===== src/rtl/uart_rx_fifo_if.sv =====
// uart_rx_fifo_if: receiver-to-host buffer signals between the UART receiver, the FIFO and the host
interface uart_rx_fifo_if #(
    parameter int DATA_WIDTH = 8,
    parameter int ADDR_WIDTH = 4
);
    logic [DATA_WIDTH-1:0] rx_data;
    logic                  rx_done_tick;
    logic                  rd;
    logic                  clr_overrun;
    logic [DATA_WIDTH-1:0] r_data;
    logic                  empty;
    logic                  full;
    logic [ADDR_WIDTH:0]   count;
    logic                  overrun;

    modport master (
        output rx_data, rx_done_tick, rd, clr_overrun,
        input  r_data, empty, full, count, overrun
    );

    modport slave (
        input  rx_data, rx_done_tick, rd, clr_overrun,
        output r_data, empty, full, count, overrun
    );
endinterface


===== src/rtl/uart_rx_fifo.sv =====
// uart_rx_fifo: first-word-fall-through FIFO capturing UART words on the rising edge of rx_done_tick
module uart_rx_fifo #(
    parameter int DATA_WIDTH = 8,
    parameter int ADDR_WIDTH = 4
) (
    input logic           clk,
    input logic           reset,
    uart_rx_fifo_if.slave bus
);
    localparam logic [ADDR_WIDTH:0]   DEPTH   = (ADDR_WIDTH+1)'(2**ADDR_WIDTH);
    localparam logic [ADDR_WIDTH:0]   CNT_ONE = (ADDR_WIDTH+1)'(1);
    localparam logic [ADDR_WIDTH-1:0] PTR_ONE = ADDR_WIDTH'(1);

    logic [DATA_WIDTH-1:0] mem [2**ADDR_WIDTH];
    logic [ADDR_WIDTH-1:0] wr_ptr, rd_ptr;
    logic [ADDR_WIDTH:0]   count;
    logic                  tick_q, overrun;
    logic                  empty, full, wr_pulse, do_rd, do_wr, drop;

    assign empty    = count == '0;
    assign full     = count == DEPTH;
    assign wr_pulse = bus.rx_done_tick & ~tick_q;
    assign do_rd    = bus.rd & ~empty;
    // a read on a full FIFO frees the slot the simultaneous write lands in
    assign do_wr    = wr_pulse & (~full | do_rd);
    assign drop     = wr_pulse & full & ~do_rd;

    always_ff @(posedge clk or negedge reset) begin
        if (!reset) begin
            wr_ptr  <= '0;
            rd_ptr  <= '0;
            count   <= '0;
            tick_q  <= 1'b0;
            overrun <= 1'b0;
        end else begin
            tick_q  <= bus.rx_done_tick;
            wr_ptr  <= do_wr ? wr_ptr + PTR_ONE : wr_ptr;
            rd_ptr  <= do_rd ? rd_ptr + PTR_ONE : rd_ptr;
            count   <= (do_wr && !do_rd) ? count + CNT_ONE :
                       (do_rd && !do_wr) ? count - CNT_ONE : count;
            overrun <= drop | (overrun & ~bus.clr_overrun);
        end
    end

    always_ff @(posedge clk) begin
        if (do_wr) mem[wr_ptr] <= bus.rx_data;
    end

    assign bus.r_data  = empty ? '0 : mem[rd_ptr];
    assign bus.empty   = empty;
    assign bus.full    = full;
    assign bus.count   = count;
    assign bus.overrun = overrun;
endmodule


===== src/flat_wrapper.sv =====
// flat-port wrapper written by rule: the top's interface ports become plain ports
module uart_rx_fifo_flat 
#(
    parameter int DATA_WIDTH = 8,
    parameter int ADDR_WIDTH = 4
)
  (clk, reset, bus_rx_data, bus_rx_done_tick, bus_rd, bus_clr_overrun, bus_r_data, bus_empty, bus_full, bus_count, bus_overrun);
  uart_rx_fifo_if #(.DATA_WIDTH(DATA_WIDTH), .ADDR_WIDTH(ADDR_WIDTH)) bus_i ();
  input logic clk;
  input logic reset;
  input wire logic [$bits(bus_i.rx_data)-1:0] bus_rx_data;
  input wire logic [$bits(bus_i.rx_done_tick)-1:0] bus_rx_done_tick;
  input wire logic [$bits(bus_i.rd)-1:0] bus_rd;
  input wire logic [$bits(bus_i.clr_overrun)-1:0] bus_clr_overrun;
  output wire logic [$bits(bus_i.r_data)-1:0] bus_r_data;
  output wire logic [$bits(bus_i.empty)-1:0] bus_empty;
  output wire logic [$bits(bus_i.full)-1:0] bus_full;
  output wire logic [$bits(bus_i.count)-1:0] bus_count;
  output wire logic [$bits(bus_i.overrun)-1:0] bus_overrun;
  assign bus_i.rx_data = bus_rx_data;
  assign bus_i.rx_done_tick = bus_rx_done_tick;
  assign bus_i.rd = bus_rd;
  assign bus_i.clr_overrun = bus_clr_overrun;
  assign bus_r_data = bus_i.r_data;
  assign bus_empty = bus_i.empty;
  assign bus_full = bus_i.full;
  assign bus_count = bus_i.count;
  assign bus_overrun = bus_i.overrun;
  uart_rx_fifo #(.DATA_WIDTH(DATA_WIDTH), .ADDR_WIDTH(ADDR_WIDTH)) u_core (.clk(clk), .reset(reset), .bus(bus_i));
endmodule

===== config.mk =====
export PLATFORM = sky130hd
export DESIGN_NAME = uart_rx_fifo_flat
export DESIGN_NICKNAME = d
export VERILOG_FILES = /design/src/rtl/uart_rx_fifo_if.sv /design/src/rtl/uart_rx_fifo.sv /design/src/flat_wrapper.sv
export SDC_FILE = /design/constraint.sdc
export NUM_CORES = 1
export LEC_CHECK = 0
export BUFFER_PORTS_ARGS = -buffer_cell sky130_fd_sc_hd__clkbuf_2
export CELL_PAD_IN_SITES_DETAIL_PLACEMENT = 1
export CELL_PAD_IN_SITES_GLOBAL_PLACEMENT = 2
export CORE_MARGIN = 2
export CORE_UTILIZATION = 47
export CTS_CLUSTER_DIAMETER = 30
export DETAILED_ROUTE_END_ITERATION = 7
export PLACE_DENSITY_LB_ADDON = 0.1
export SETUP_SLACK_MARGIN = 0.5
export SLEW_MARGIN = 20
export SYNTH_ARGS = -nofsm -noshare
export SYNTH_HDL_FRONTEND = slang
export SYNTH_SLANG_ARGS = --single-unit

===== constraint.sdc =====
create_clock -name clk -period 3 [get_ports clk]
set_input_delay 0.9 -clock clk [delete_from_list [all_inputs] [get_ports clk]]
set_output_delay 0.9 -clock clk [all_outputs]
set_load 0.03 [all_outputs]

## Yosys cells after proc, flatten, opt, wreduce, memory -nomap -nowiden

Memories as Yosys holds them, arrays and structs flattened.
Cells that the tools add are included.

| storage, ports and cells | value |
|---|---|
| RAM bits | 128 |
| memories | 1 |
| output and inout bits | 16 |
| input port bits | 13 |
| logic and storage cells | 35 |
| register bits after elaboration | 15 |

Memories:

| memory | words | width | rd ports | clocked after Yosys merged registers in | wr ports | RTL line | text |
|---|---|---|---|---|---|---|---|
| u_core.mem | 16 | 8 | 1 | 0 | 1 | uart_rx_fifo.sv:14 | `logic [DATA_WIDTH-1:0] mem [2**ADDR_WIDTH];` |

| cells by class | value |
|---|---|
| equality and inequality tests | 1 |
| bitwise operators | 13 |
| muxes and demuxes | 5 |
| reduce and logical (&&, ||, !) cells | 6 |
| add/subtract/negate cells | 4 |

Operator list:

| kind | number |
|---|---|
| two-way mux 5 bit | 2 |
| adder 4 x 1 -> 4 bit (second input constant) | 2 |
| two-way mux 8 bit | 1 |
| AND 1 bit | 6 |
| adder 5 x 1 -> 5 bit (second input constant) | 1 |
| equality test 5 bit (second input constant) | 1 |
| logical NOT 5 bit | 1 |
| inverter 1 bit | 5 |
| subtractor 5 x 1 -> 5 bit (second input constant) | 1 |
| logical AND 1 bit | 2 |
| logical NOT 1 bit | 2 |
| two-way mux 1 bit | 2 |
| bitwise OR 1 bit | 2 |
| nonzero test 2 bit | 1 |

## Logic depth before layout (Yosys ltp)

Gate-level depths: netlist (run 1).

| logic depth | value |
|---|---|
| depth after elaboration | 9 |
| mapped depth | 10 |
| gate-level depth less buffers | 9 |

## Least setup slack after synthesis (run 1)

Ideal clock, no wire load.

| path | value |
|---|---|
| kind | in2reg |
| start | in bus_rd |
| end | reg u_core.count[4] (netlist: u_core.bus.count[4]) |
| path buffers | 1 |
| required time | 2.864 ns |
| stages | 9 |
| slack | 0.039 ns |
| setup time | 0.136 ns |
| data arrival time | 2.825 ns |
| cells stage by stage | inv_1 a31oi_1 buf_2 ha_1 inv_1 fa_1 a21o_1 a2111oi_0 o31ai_1 |

| between the ends | value |
|---|---|
| word-level cells in the longest chain between the ends | 6 |
| elaborated cells between the ends (all ways) | 9 |
| those cells by class | mux: 1; bitwise: 3; reduce/logical: 5 |

RTL lines:

| item | RTL line | text |
|---|---|---|
| start: declaration | flat_wrapper.sv:13 | `input wire logic [$bits(bus_i.rd)-1:0] bus_rd;` |
| AND 1 bit * | uart_rx_fifo.sv:23 | `assign do_rd = bus.rd & ~empty;` |
| bitwise OR 1 bit * | uart_rx_fifo.sv:25 | `assign do_wr = wr_pulse & (~full \| do_rd);` |
| AND 1 bit * | uart_rx_fifo.sv:25 |  |
| net u_core.do_wr | uart_rx_fifo.sv:18 | `logic empty, full, wr_pulse, do_rd, do_wr, drop;` |
| logical NOT 1 bit | uart_rx_fifo.sv:40 | `(do_rd && !do_wr) ? count - CNT_ONE : count;` |
| logical AND 1 bit | uart_rx_fifo.sv:40 |  |
| nonzero test 2 bit (no line) | n/a |  |
| end signal: assignment | uart_rx_fifo.sv:39 | `count <= (do_wr && !do_rd) ? count + CNT_ONE :` |
| end: declaration | uart_rx_fifo.sv:16 | `logic [ADDR_WIDTH:0] count;` |

The timed path passes the listed nets; every way through them passes the cells marked *.
A chain may end at the register's enable or synchronous reset.

## Worst setup path in the final report (run 1)

| path | value |
|---|---|
| start | reg u_core.rd_ptr[1] |
| end | out bus_r_data[1] |

| between the ends | value |
|---|---|
| word-level cells in the longest chain between the ends | 2 |

RTL lines:

| item | RTL line | text |
|---|---|---|
| start: declaration | uart_rx_fifo.sv:15 | `logic [ADDR_WIDTH-1:0] wr_ptr, rd_ptr;` |
| start signal: assignment | uart_rx_fifo.sv:38 | `rd_ptr <= do_rd ? rd_ptr + PTR_ONE : rd_ptr;` |
| memory (16 x 8 bit) | n/a |  |
| two-way mux 8 bit | uart_rx_fifo.sv:49 | `assign bus.r_data = empty ? '0 : mem[rd_ptr];` |
| end: declaration | flat_wrapper.sv:15 | `output wire logic [$bits(bus_i.r_data)-1:0] bus_r_data;` |

Every way passes these cells.

==> flow_summary.json, run 1 <==
{
  "worst_pin_slew_ns": 0.972,
  "synth_area_leaders": "edfxtp_1 65%, mux4_2 8.7%, dfrtp_1 6.3%",
  "postSynth.asyncResetShare_pct": 10.5,
  "vias_per_cell": 5.56,
  "post-place-cells": 504,
  "cts.htree.levels": 4,
  "cts_tree": "built",
  "yosys.area.top_type": "edfxtp_1",
  "worstPathArrival_ns": 2.33,
  "p_sw_share_pct": 32.0,
  "slew_viol_final": 0,
  "wl_per_cell_um": 23.8,
  "synth-seq-cells": 143,
  "setup_slack_ns": -0.228,
  "finalCritPeriodShare_pct": 108,
  "die_w_um": 116,
  "routed_wl_mm": 13.2,
  "end_kind": "output port",
  "path_buf_inv": 3,
  "skew_ns": 0.00533,
  "yosys.cell_count.top_type": "edfxtp_1",
  "fin_cells": 553,
  "ys_types": 41,
  "switchingPower_uw": 2520,
  "worstPathCellList": "buf_6, buf_16, mux4_2, mux2_4, o21ai_4, a21oi_2, clkbuf_8",
  "gp_congestion": 0.683,
  "setup-violations-final": 8,
  "dr.pass1.iters": 4,
  "grt_use_total_pct": 21.4,
  "clk_pin_slew_worst_paths_ns": 0.06,
  "antenna_left": 0,
  "start_kind": "flip-flop",
  "initial_utilization_pct": 47.7,
  "seq_area_frac_synth_pct": 70.9,
  "status": "finished with violations",
  "cts_root_buf": "clkbuf_16",
  "area_growth_pct": 26.4,
  "crit_family": "multiplexers",
  "core_sq_um": 12500,
  "cts.sinks": 143,
  "violations": "negative setup slack",
  "die_h_um": 116,
  "max_freq_ghz": 0.310,
  "synth_top_area_share_pct": 64.6,
  "whs_ns": 0.404,
  "seqPwrFrac_pct": 32.8,
  "drt_iter0_drc": 243,
  "gr-total-overflow": 0,
  "synth-edff-count": 128,
  "cellLeakagePower_uw": 0.00266,
  "hold_viol": 0,
  "ys.warnings.count": 0,
  "antenna_cells": 0,
  "power.internal_uw": 5350,
  "grt_pass1_vias": 3217,
  "portBuffers": 28,
  "syn_avg_cell_area_sq_um": 19.6,
  "synthesis.nets": 326,
  "grt_pass1_wl_mm": 19.8,
  "p_per_area_nw_per_um2": 1050,
  "drive_gt1_share_pct": 43.0,
  "worstPathMaxFanout": 5,
  "cts_buffers": 17,
  "hold_class": "in2async",
  "synthTopCellsByCount": "128 x edfxtp_1, 23 x mux4_2, 15 x dfrtp_1",
  "syn_area_sq_um": 5950,
  "clk_latency_ns": 0.42,
  "num_vias": 3073,
  "dp_hpwl_mm": 7.84,
  "setup_tns_ns": -1.49,
  "slowest_stage": "mux4_2",
  "syn_inst": 303,
  "fin_crit_ns": 3.23,
  "clockBufferDepth": 2,
  "path_class": "reg2out",
  "rows": 41,
  "maxCapViolations": 0,
  "nets": 391,
  "antenna_found_initial": 0,
  "post-route-drc-count": 0,
  "pwr-share-comb_pct": 39.9,
  "max_slew_margin_pct": 35.2,
  "slowest_delay_ns": 0.49,
  "required_ns": 2.10,
  "dieArea_sq_um": 13600,
  "rsz0062_at_grt": "yes",
  "peakVddDrop_uv": 884,
  "grt_max_degree": 28,
  "num_io_pins": 29,
  "ys.flop_type": "edfxtp_1",
  "p_clk_share_pct": 27.3
}
==> per-layer routing <==
layer | up-vias | part of all wire (%) | GRT usage (%)
li1 | 1355 | - | -
met1 | 1612 | 43 | 28.8
met2 | 91 | 50 | 34.2
met3 | 15 | 5.0 | 5.03
met4 | 0 | 1.5 | 8.10
met5 | - | 0 | 0
==> power by group through the flow <==
stage                     Combinational [uW]  Clock, uW  Sequential, uW
after floorplan                         1930          0            2560
after global placement                  2450          0            2570
after detailed placement                2480          0            2590
after CTS                               3010       2180            2560
after global routing                    3370       2250            2610
final                                   3140       2150            2580
==> cells by family (layout without fill, tap and decap cells) <==
kind of cell / after synthesis / count (layout) / synth area share (%)
AO/OA/AOI/OAI: 29 / 29 / 2.78
XOR/XNOR: 9 / 9 / 1.33
adder cells (fa/ha/maj): 10 / 10 / 2.23
buffers and inverters: 23 / 101 / 2.92
flip-flops: 143 / 143 / 70.9
multiplexers: 51 / 51 / 16.1
AND/OR/NAND/NOR: 38 / 38 / 3.70
==> worst paths after layout <==
| check | from | end | slack [ns] | depth (start not counted) |
|---|---|---|---|---|
| worst max-delay path | u_core.rd_ptr[1]$_DFFE_PN0N_ | bus_r_data[1] | -0.23 | 7 |
| worst min-delay path | reset | u_core.bus.count[0]$_DFFE_PN0P_ | 0.40 | 1 |
| worst max register to register | u_core.bus.count[3]$_DFFE_PN0P_ | u_core.bus.count[4]$_DFFE_PN0P_ | 0.33 | 13 |
| worst min register to register | u_core.bus.overrun$_DFF_PN0_ | u_core.bus.overrun$_DFF_PN0_ | 0.56 | 2 |
| max in group asynchronous | reset | u_core.rd_ptr[1]$_DFFE_PN0N_ | 2.28 | 1 |
| min in group clk | u_core.bus.overrun$_DFF_PN0_ | u_core.bus.overrun$_DFF_PN0_ | 0.56 | 2 |
==> per-stage QoR <==
stage | setup slack [ns] | cell area, sq um | utilization (%) | total power, uW
after floorplan | 0.422 | 6090 | - | 4490
after global placement | 0.189 | 6450 | 51.7 | 5020
after detailed placement | 0.154 | 6450 | 51.7 | 5060
after CTS | -0.211 | 7380 | 59.2 | 7750
after global routing | -0.304 | 7520 | 60.3 | 8230
final | -0.228 | 7520 | 60.3 | 7870
==> sequential cells by signal (all words and copies together), names as in the netlist <==
signal              flops
u_core.bus.count        5
u_core.bus.overrun      1
u_core.rd_ptr           4
u_core.mem            128
u_core.wr_ptr           4
u_core.tick_q           1
==> cell type report <==
cell class	count	area [sq um]
clock buffers	18	429
fillers	1073	4950
well taps	172	215
multi-input cells	137	1810
flip-flops and latches	143	4220
repair buffers	62	633
clock inverters	14	173
inverters	7	38.8
==> layout by cell type (no fill, tap or decap), types with 3 or more instances in the layout <==
cell type  netlist  final
and2_1           7      5
o21ai_4          0      5
xnor2_1          7      7
clkinv_1         0      5
a21oi_2          0      8
edfxtp_1       128    128
mux4_2          23     27
and3_2           0      3
dfrtp_1         15     13
buf_16           0      3
clkbuf_2         0     18
clkbuf_16        0     18
mux2_4           0      7
clkbuf_8         3      6
inv_1            7      4
mux2_2          10      3
bufinv_16        0      4
nand2_1          8      7
nor3_1           3      3
mux2i_1          9      8
and4_1           4      4
buf_6            2      6
mux4_1           9      5
buf_12           1      3
ha_1             9      7
buf_8            1      5
o21ai_0          8      3
buf_4            2     20
==> repair_timing <==
action,4_1_cts,5_1_grt
endpoints found under the hold margin,0,0
cloned,3,1
pin swaps,3,4
setup buffers,9,4
hold buffers,0,0
setup endpoints to repair,11,20
resized for setup,46,24
Note: power is estimated with default switching activity, not from simulation.
==> inputs of run 2 (changes only) <==
--- a/config.mk
+++ b/config.mk
@@ -13,6 +13,7 @@
 export CTS_CLUSTER_DIAMETER = 30
 export DETAILED_ROUTE_END_ITERATION = 7
 export PLACE_DENSITY_LB_ADDON = 0.1
+export REMOVE_ABC_BUFFERS = 1
 export SETUP_SLACK_MARGIN = 0.5
 export SLEW_MARGIN = 20
 export SYNTH_ARGS = -nofsm -noshare
==> run 2 against run 1 <==
Net effect:
- the run still ends with negative setup slack left
- final cell count fell by 0.72%
- clock power rose by 12%
- sequential cell count did not move
- power fell by 0.92%
- via count fell by 2.5%
- non-clock buffer count fell by 5
- die area did not move
- critical endpoint is now bus_r_data[6]
- largest power group unchanged
==> flow_summary.json, run 2 (synthesized netlist as in run 1, its figures left out) <==
{
  "max_freq_ghz": 0.317,
  "cts_buffers": 17,
  "seq_area_sq_um": 4220,
  "cts_root_buf": "clkbuf_16",
  "largest_reg_flops": 128,
  "dp_hpwl_mm": 7.44,
  "r2r-start": "u_core.bus.count[0]$_DFFE_PN0P_",
  "antenna_cells": 0,
  "grt_pass1_vias": 3120,
  "finalCritPeriodShare_pct": 105,
  "setup_tns_ns": -1.11,
  "rows": 41,
  "post-route-drc-count": 0,
  "p_per_area_nw_per_um2": 1060,
  "violations": "negative setup slack",
  "required_ns": 2.10,
  "multi_input_area_sq_um": 1720,
  "start_kind": "flip-flop",
  "nets": 387,
  "setup-violations-final": 8,
  "die_h_um": 116,
  "worstPathArrival_ns": 2.26,
  "cts.sinks": 143,
  "antenna_found_initial": 0,
  "final_cell_mix": "128 x edfxtp_1, 31 x mux4_2, 29 x buf_4, 18 x clkbuf_16, 18 x clkbuf_2",
  "dr.pass1.iters": 5,
  "num_vias": 2997,
  "path_class": "reg2out",
  "gp_congestion": 0.728,
  "ff2ff_path_depth": 11,
  "drive_gt1_share_pct": 42.4,
  "setup_slack_ns": -0.157,
  "antenna_left": 0,
  "cts.htree.levels": 4,
  "maxCapViolations": 0,
  "area_growth_pct": 23.4,
  "hold_class": "in2async",
  "max_slew_margin_pct": 62.7,
  "initial_utilization_pct": 47.7,
  "gr-total-overflow": 0,
  "status": "finished with violations",
  "grt_pass1_wl_mm": 18.6,
  "rsz0062_at_grt": "yes",
  "whs_ns": 0.405,
  "vias_per_cell": 5.46,
  "hold_viol": 0,
  "final_common_cell": "edfxtp_1",
  "worst_pin_slew_ns": 0.560,
  "fillers": 1113,
  "worstPathMaxFanout": 5,
  "slew_viol_final": 0,
  "routed_wl_mm": 12.7,
  "drt_iter0_drc": 165,
  "wl_per_cell_um": 23.1,
  "crit_path_start": "u_core.rd_ptr[1]$_DFFE_PN0N_",
  "die_w_um": 116,
  "cts_tree": "built",
  "regMostFlops": "u_core.mem",
  "peakVddDrop_uv": 552,
  "clockBufferDepth": 2,
  "largest_registers": "u_core.mem x128, u_core.bus.count x5",
  "grt_max_degree": 19,
  "skew_ns": 0.00447,
  "end_kind": "output port",
  "core_sq_um": 12500,
  "num_io_pins": 29,
  "grt_use_total_pct": 19.7,
  "portBuffers": 28,
  "clk_latency_ns": 0.42,
  "fin_crit_ns": 3.16,
  "cellLeakagePower_uw": 0.00260,
  "clk_pin_slew_worst_paths_ns": 0.06,
  "dieArea_sq_um": 13600
}
==> run 2: cell count changes in the layout (fill, tap and decap cells not counted), sizes merged <==
| cell | delta |
|---|---|
| clkinv | -3 |
| inv | +1 |
| nand2 | +1 |
| bufinv | +3 |
| buf | +1 |
| clkinvlp | -2 |
| clkbuf | -5 |
==> run 2: power breakdown <==
part / switching (uW) / internal [uW] / total, uW / leakage, uW
combinational: 1470 / 1390 / 2860 / 0.000943
sequential: 164 / 2360 / 2530 / 0.00133
clock: 777 / 1630 / 2410 / 0.000330
total: 2410 / 5380 / 7790 / 0.00260
==> run 2: per-stage QoR <==
stage	instances	total power, uW	worst slack, ns	instance area [sq um]	utilization [%]
after CTS	540	7520	-0.189	7160	57.4
after detailed placement	499	4780	-0.0908	6260	50.2
after global placement	499	4760	0.133	6260	50.2
final	549	7790	-0.157	7340	58.9
after global routing	549	8140	-0.220	7340	58.9
after floorplan	287	4060	-0.204	5800	-
==> run 2: cell type report <==
cell class | instances | share of cell area, %
Inverter | 7 | 0.426
Multi-Input combinational cell | 138 | 23.4
Timing Repair Buffer | 57 | 6.48
Sequential cell | 143 | 57.6
Tap cell | 172 | 2.93
Clock inverter | 13 | 3.29
Clock buffer | 19 | 5.90
==> run 2: layer usage <==
layer	GRT usage, %	wire length (um)	vias to the layer above
li1	-	-	1348
met1	26.4	5490	1560
met2	31.5	6450	74
met3	5.71	581	15
met4	6.27	184	0
met5	0	0	-
==> run 2: worst max-delay path, stage by stage, from the launching register on <==
cell and delay [ns]:
dfrtp_2 0.47, buf_12 0.14, buf_16 0.11, mux4_2 0.48, mux2_4 0.30, o21ai_2 0.11, a21oi_1 0.05, buf_4 0.18
==> run 2: what timing repair did <==
item	CTS	global route
setup buffers	8	7
gates resized for setup	41	48
hold buffers	0	0
pin swaps	7	11
setup endpoints to repair	12	58
cloned	1	2
endpoints found under the hold margin	0	0
==> run 2: final timing paths <==
| kind | slack [ns] | endpoint |
|---|---|---|
| worst max-delay path | -0.16 | bus_r_data[6] |
| worst min-delay path | 0.41 | u_core.rd_ptr[3]$_DFFE_PN0N_ |
| worst max register to register | 0.43 | u_core.bus.count[4]$_DFFE_PN0P_ |
| worst min register to register | 0.55 | u_core.bus.overrun$_DFF_PN0_ |
| max in group asynchronous | 2.28 | u_core.rd_ptr[1]$_DFFE_PN0N_ |
| min in group clk | 0.55 | u_core.bus.overrun$_DFF_PN0_ |
==> inputs of run 3 (changes only) <==
--- a/config.mk
+++ b/config.mk
@@ -9,9 +9,10 @@
 export CELL_PAD_IN_SITES_DETAIL_PLACEMENT = 1
 export CELL_PAD_IN_SITES_GLOBAL_PLACEMENT = 2
 export CORE_MARGIN = 2
-export CORE_UTILIZATION = 47
+export CORE_UTILIZATION = 51
 export CTS_CLUSTER_DIAMETER = 30
 export DETAILED_ROUTE_END_ITERATION = 7
+export GPL_ROUTABILITY_DRIVEN = 0
 export PLACE_DENSITY_LB_ADDON = 0.1
 export REMOVE_ABC_BUFFERS = 1
 export SETUP_SLACK_MARGIN = 0.5
==> constraint.sdc (replaced) <==
create_clock -name clk -period 3.7 [get_ports clk]
set_input_delay 1.11 -clock clk [delete_from_list [all_inputs] [get_ports clk]]
set_output_delay 1.11 -clock clk [all_outputs]
set_load 0.03 [all_outputs]
==> run 3 against run 2 <==
Net effect:
- the run now ends clean
- hold slack improved by 0.15 ns
- combinational power down 26%
- clock-buffer cell count fell by 1
- critical path depth is 1 lower
- die area fell by 7.6%
- sequential share of layout area increased by 2.8 points
- register-to-register slack improved by 0.35 ns
- design area fell by 4.7%
- core utilization rose by 2.4 points
- highest routed layer unchanged
==> flow_summary.json, run 3 (synthesized netlist as in run 1, its figures left out) <==
{
  "status": "finished clean",
  "grt_use_total_pct": 22.1,
  "worstPathArrival_ns": 2.27,
  "pre_cts_ws_ns": 0.337,
  "hold_class": "reg2reg",
  "final_common_cell": "edfxtp_1",
  "worst_pin_slew_ns": 0.627,
  "cts.htree.levels": 4,
  "design_area_sq_um": 7000,
  "finalCritPeriodShare_pct": 91.3,
  "antenna_cells": 0,
  "rsz0062_at_grt": "yes",
  "max_freq_ghz": 0.296,
  "largest_reg_flops": 128,
  "switchingPower_uw": 1920,
  "end_kind": "output port",
  "slew_viol_final": 0,
  "clockBufferDepth": 2,
  "antenna_left": 0,
  "cts_buffers": 17,
  "peakVddDrop_uv": 530,
  "required_ns": 2.59,
  "cts.sinks": 143,
  "crit_family": "multiplexers",
  "clk_latency_ns": 0.41,
  "power.internal_uw": 4090,
  "die_w_um": 112,
  "grt_pass1_wl_mm": 19.8,
  "grt_pass1_vias": 3208,
  "num_io_pins": 29,
  "grt_max_degree": 17,
  "dieArea_sq_um": 12500,
  "maxCapViolations": 0,
  "slowest_delay_ns": 0.52,
  "portBuffers": 28,
  "hold_viol": 0,
  "rows": 39,
  "regMostFlops": "u_core.mem",
  "slowest_stage": "mux4_2",
  "place_area_sq_um": 6200,
  "post-route-drc-count": 0,
  "start_kind": "flip-flop",
  "wl_per_cell_um": 25.6,
  "max_slew_margin_pct": 58.2,
  "worstPathCellList": "buf_12, mux4_2, mux2_4, o21ai_2, a21oi_2, buf_4",
  "area_growth_pct": 17.6,
  "antenna_found_initial": 0,
  "drt_iter0_drc": 200,
  "die_h_um": 112,
  "cts_root_buf": "clkbuf_16",
  "dp_hpwl_mm": 7.69,
  "seqPwrFrac_pct": 35.0,
  "fillers": 997,
  "final_cell_mix": "128 x edfxtp_1, 31 x mux4_2, 20 x clkbuf_2, 17 x clkbuf_16, 12 x dfrtp_1",
  "p_sw_share_pct": 31.9,
  "largest_registers": "u_core.mem x128, u_core.bus.count x5",
  "dr.pass1.iters": 4,
  "fin_crit_ns": 3.38,
  "setup-violations-final": 0,
  "worstPathMaxFanout": 8,
  "pwr-share-comb_pct": 35.2,
  "clk_pin_slew_worst_paths_ns": 0.06,
  "path_buf_inv": 2,
  "gr-total-overflow": 0,
  "num_vias": 2978,
  "skew_ns": 0.0120,
  "setup_slack_ns": 0.323,
  "nets": 368,
  "initial_utilization_pct": 52.1,
  "path_class": "reg2out",
  "core_sq_um": 11400,
  "setup_tns_ns": 0,
  "cellLeakagePower_uw": 0.00249,
  "vias_per_cell": 5.94,
  "whs_ns": 0.558,
  "routed_wl_mm": 12.8,
  "p_clk_share_pct": 29.8,
  "hold_buffers": 0,
  "power.total_uw": 6000,
  "drive_gt1_share_pct": 35.2,
  "cts_tree": "built",
  "p_per_area_nw_per_um2": 858
}
[run 3: cell types whose count changed in the layout (fill, tap and decap cells not counted), moves of 4 or more]
cell | previous run | this run
and3_1 | 2 | 6
ha_1 | 5 | 9
and3_2 | 4 | 0
buf_4 | 29 | 11
[run 3: final cells by class]
cell class              instances  area [sq um]  area share, %
repair buffers                 39           349           4.99
inverters                       7          26.3          0.376
multi-input cells             137          1600           22.9
flip-flops and latches        143          4220           60.4
clock inverters                14           189           2.70
clock buffers                  18           429           6.13
well taps                     143           179           2.56
[run 3: worst paths after layout]
| kind | from | endpoint | slack, ns | cells past startpoint |
|---|---|---|---|---|
| worst min-delay path | u_core.bus.overrun$_DFF_PN0_ | u_core.bus.overrun$_DFF_PN0_ | 0.56 | 2 |
| worst max register to register | u_core.bus.count[0]$_DFFE_PN0P_ | u_core.bus.count[4]$_DFFE_PN0P_ | 0.78 | 8 |
| worst max-delay path | u_core.rd_ptr[1]$_DFFE_PN0N_ | bus_r_data[5] | 0.32 | 6 |
| min in group asynchronous | reset | u_core.bus.count[2]$_DFFE_PN0P_ | 0.61 | 1 |
| worst min register to register | u_core.bus.overrun$_DFF_PN0_ | u_core.bus.overrun$_DFF_PN0_ | 0.56 | 2 |
| max in group asynchronous | reset | u_core.rd_ptr[0]$_DFFE_PN0N_ | 2.78 | 1 |
[run 3: worst min-delay path: stages, from the launching register on]
cell,delay (ns)
dfrtp_1,0.38
inv_1,0.06
o22ai_1,0.08
[run 3: power groups by stage]
stage | logic [uW] | registers [uW] | clock network (uW)
6_report | 2110 | 2100 | 1790
5_1_grt | 2270 | 2130 | 1870
4_1_cts | 2040 | 2090 | 1810
3_5_place_dp | 1770 | 2100 | 0
3_3_place_gp | 1750 | 2090 | 0
2_1_floorplan | 1050 | 2240 | 0
[run 3: metrics by stage]
stage          std cells  util, %
2_1_floorplan        287        -
3_3_place_gp         465     54.3
3_5_place_dp         465     54.3
4_1_cts              501     60.8
5_1_grt              501     61.3
6_report             501     61.3
[run 3: timing repair]
action                     CTS  global route
gates resized for setup     30            25
buffers inserted             1             0
setup endpoints to repair    9             8
gates cloned                 3             0
[run 3: per-layer routing]
metal | routed length, um | global-route usage [%]
met5 | 0 | 0
met4 | 185 | 7.80
met3 | 562 | 4.57
met2 | 6560 | 35.9
met1 | 5540 | 30.2
